[src/rtl/regfile_wr_arbiter.sv]
// Round-robin write-port arbiter for the 3-port register file (requesters A/B).
// Define REGFILE_CLEAR_EN to zero registers 1..2**R-1 after reset before accepting traffic.
module regfile_wr_arbiter #(
  parameter int N = 16,
  parameter int R = 3
) (
  input  logic         clk,
  input  logic         rst_n,
  input  logic         a_valid,
  input  logic [R-1:0] a_addr,
  input  logic [N-1:0] a_data,
  output logic         a_ready,
  input  logic         b_valid,
  input  logic [R-1:0] b_addr,
  input  logic [N-1:0] b_data,
  output logic         b_ready,
  output logic         we3,
  output logic [R-1:0] wa3,
  output logic [N-1:0] wd3,
  output logic         clr_busy
);

  logic         run;
  logic         clr_wr;
  logic [R-1:0] clr_idx;
  logic         last_b;
  logic         gnt_a, gnt_b;

`ifdef REGFILE_CLEAR_EN
  typedef enum logic {CLEAR, RUN} state_t;
  localparam logic [R-1:0] IDX_LAST = {R{1'b1}};

  state_t       state_q, state_d;
  logic [R-1:0] idx_q;

  always_ff @(posedge clk or negedge rst_n) begin
    if (!rst_n) begin
      state_q <= CLEAR;
      idx_q   <= R'(1);
    end else begin
      state_q <= state_d;
      if (state_q == CLEAR) idx_q <= idx_q + R'(1);
    end
  end

  always_comb begin
    state_d = state_q;
    case (state_q)
      CLEAR:   if (idx_q == IDX_LAST) state_d = RUN;
      default: state_d = state_q;
    endcase
  end

  // RUN is only reachable after reset is released, so no extra gating is needed
  assign run      = (state_q == RUN);
  assign clr_wr   = (state_q == CLEAR);
  assign clr_idx  = idx_q;
  assign clr_busy = (state_q == CLEAR);
`else
  // Without clearing the block sits in RUN, but readies stay low while reset is held
  assign run      = rst_n;
  assign clr_wr   = 1'b0;
  assign clr_idx  = '0;
  assign clr_busy = 1'b0;
`endif

  // Tie goes to whoever was not granted last
  assign gnt_a   = run && a_valid && (!b_valid ||  last_b);
  assign gnt_b   = run && b_valid && (!a_valid || !last_b);
  assign a_ready = gnt_a;
  assign b_ready = gnt_b;

  always_ff @(posedge clk or negedge rst_n) begin
    if (!rst_n) begin
      we3    <= 1'b0;
      wa3    <= '0;
      wd3    <= '0;
      last_b <= 1'b1;
    end else begin
      we3 <= 1'b0;
      if (clr_wr) begin
        we3 <= 1'b1;
        wa3 <= clr_idx;
        wd3 <= '0;
      end else if (gnt_a) begin
        last_b <= 1'b0;
        if (a_addr != '0) begin
          we3 <= 1'b1;
          wa3 <= a_addr;
          wd3 <= a_data;
        end
      end else if (gnt_b) begin
        last_b <= 1'b1;
        if (b_addr != '0) begin
          we3 <= 1'b1;
          wa3 <= b_addr;
          wd3 <= b_data;
        end
      end
    end
  end

endmodule

[config.mk]
export PLATFORM = sky130hd
export DESIGN_NAME = regfile_wr_arbiter
export DESIGN_NICKNAME = d
export VERILOG_FILES = /design/src/rtl/regfile_wr_arbiter.sv
export SDC_FILE = /design/constraint.sdc
export NUM_CORES = 1
export LEC_CHECK = 0
export BUFFER_PORTS_ARGS = -buffer_cell sky130_fd_sc_hd__buf_2
export CORE_MARGIN = 5
export CORE_UTILIZATION = 47
export DETAILED_ROUTE_END_ITERATION = 10
export PLACE_DENSITY = 0.95
export SYNTH_ARGS = -nofsm -noshare
export SYNTH_HDL_FRONTEND = slang
export SYNTH_SLANG_ARGS = --single-unit
[constraint.sdc]
create_clock -name clk -period 5 [get_ports clk]
set_input_delay 1 -clock clk [delete_from_list [all_inputs] [get_ports clk]]
set_output_delay 1 -clock clk [all_outputs]
set_load 0.005 [all_outputs]
==> impl_metrics.yaml <==
outcome:
  outcome: "completed"
grt:
  grt_pass1_vias: 964
  grt_max_degree: 26
  globalRouteOverflowTotal: 0
  antenna_found_initial: 0
  track_usage: 0.154
  grt_pass1_wl_um: 4100
power:
  p_sw_frac: 0.273
  power_density_mw_per_mm2: 322
  pwr-share-seq: 0.496
  power_uw: 475
  p_int_uw: 345
  p_comb_frac: 0.341
  p_leak_uw: 0.000762
  switchingPower_uw: 130
  vdd_ir_drop_max_uv: 212
  p_clk_frac: 0.162
clocking:
  cts-root-buf: "clkbuf_4"
  cts.repair.resized: 0
  max-clock-path-buffers: 2
  cts_htree_levels: 1
  clkTransAtPathRegs_ns: 0.11
  postCtsSetupBuffers: 0
  clk_latency_ns: 0.29
  cts_sinks: 21
  ctsHoldBuffers: 0
  cts_made_buffers: 3
  cts_tree: "yes"
layout:
  fin_cells: 169
  mostFrequentLayoutCells: "63 x buf_2, 27 x mux2_2, 20 x dfrtp_1"
  final_common_cell: "buf_2"
  drive_above_1_share: 0.784
  area_growth_pct: 28.3
  final_nets: 182
  n_antenna_cell: 0
  final_area_mm2: 0.00147
floorplan:
  coreArea_mm2: 0.00241
  die_area_mm2: 0.00353
  std_cell_rows: 18
  pin_count: 65
  die_width_um: 59.4
  start_util: 0.477
  die_y_um: 59.4
timing:
  final_hold_viol_count: 0
  fmax_mhz: 293
  period_minus_slack_ns: 3.41
  tightest_slew_ns: 0.745
  rsz0062_at_grt: "false"
  hold_slack_ns: 0.513
  maxSlewHeadroom: 0.502
  fin_setup_tns_ns: 0
  min_period_over_period: 0.682
  slew_viol_final: 0
  skew_ns: 0.00854
  setup_viol: 0
placed_design:
  dp_cells: 165
  hpwl_um: 2040
  dpl_cell_area_mm2: 0.00145
  routabilityCongestion: 0.699
  io_buffers: 63
yosys:
  syn_nets: 119
  synth_warnings: 0
  syn_area_mm2: 0.00115
  syn_avg_cell_area_um2: 14.9
  seq_area_frac_synth: 0.459
  synth_top_area_frac: 0.436
  ys_top_cells_by_area: "dfrtp_1 44%, mux2_2 26%, mux2_4 14%"
  syn_inst: 77
  synth_top_area_cell: "dfrtp_1"
  yosysUniqueCellTypes: 17
  synth-seq-cells: 21
critical_path:
  start_kind: "primary input"
  max_stage_delay_ns: 0.58
  r2r-start: "last_b"
  r2r_cells: 4
  cp_max_fo: 25
  cp-end-kind: "primary output"
  path_buf_inv: 2
  crit_family: "buffers and inverters"
  crit_path_cell_trace: "buf_2, nand2_1, a21oi_4, buf_2"
  reg2reg_slack_ns: 2.93
  cp_common_cell: "buf_2"
  slowest_stage: "a21oi_4"
  arrival_ns: 2.41
  rr_endpoint: "wd3[3]"
  critPathKind: "in2out"
  cp_data_required_time_ns: 4.00
detailed_routing:
  drcViolationCount: 0
  drtIter0Drc: 15
  wirelength_um: 2490
  dr.pass1.iters: 2
  avgRoutedWirePerCell_um: 14.8
  drtAntennaViolNets: 0
  vias: 835
  routed_via_density: 4.94
worst_hold_path:
  holdPathStages: 1
  hp-class: "reg2reg"
  hold_path.startpoint: "wd3[9]"
  worstHoldEndpoint: "wd3[9]"
run:
  maxCapViolations: 0
-- flip-flops by register name, indices dropped and copies added (netlist names) --
| name | count |
|---|---|
| we3 | 1 |
| wa3 | 3 |
| wd3 | 16 |
| last_b | 1 |
-- cells by family (layout without fill, tap and decap cells) --
group	count (synthesis)	after routing	synth area share
AO/OA/AOI/OAI	4	4	0.0468
buffers and inverters	8	70	0.0577
flip-flops	21	21	0.459
multiplexers	38	38	0.408
other	1	1	0.00326
AND/OR/NAND/NOR	5	5	0.0250
-- cell type report --
| type | instances | area, µm² |
|---|---|---|
| fill | 197 | 936 |
| inverter | 3 | 11.3 |
| tap | 30 | 37.5 |
| clock buffer | 3 | 22.5 |
| sequential | 21 | 527 |
| timing repair buffer | 63 | 315 |
| multi-input combinational | 48 | 556 |
| clock inverter | 1 | 5.00 |
-- cells in the mapped netlist, drive strengths merged --
cell type and number:
inv 3, dfstp 1, nor3 1, conb 1, dfrtp 20, buf 4, nand2 2, a21oi 2
a2bb2oi 1, clkbuf 1, mux2 38, nand3 1, or3 1, a31oi 1
-- stage by stage --
step / utilization / worst slack [ns]
after floorplan: - / 2.60
after global placement: 0.600 / 1.65
after detailed placement: 0.600 / 1.54
after CTS: 0.612 / 1.54
after global routing: 0.612 / 1.39
final: 0.612 / 1.59
-- worst max-delay path by stage --
stage / startpoint / endpoint / slack [ns] / depth (start not counted)
floorplan: rst_n / a_ready / 2.60 / 3
global placement: rst_n / a_ready / 1.65 / 4
detailed placement: rst_n / a_ready / 1.54 / 4
CTS: rst_n / a_ready / 1.54 / 4
global route: rst_n / a_ready / 1.39 / 4
finish: rst_n / a_ready / 1.59 / 4
-- power by group through the flow --
stage                     registers [µW]  clock network [µW]  logic (µW)
after floorplan                      241                   0        93.4
final                                236                77.2         162
after detailed placement             238                   0         167
after global placement               237                   0         159
after global routing                 242                87.8         178
after CTS                            236                81.0         166
-- layer usage --
| layer | global-route usage | wire length, µm |
|---|---|---|
| met5 | 0 | 0 |
| met4 | 0.0485 | 8 |
| met2 | 0.279 | 1310 |
| met1 | 0.175 | 880 |
| met3 | 0.0370 | 298 |
No activity file was read; power rests on OpenSTA's default activity.
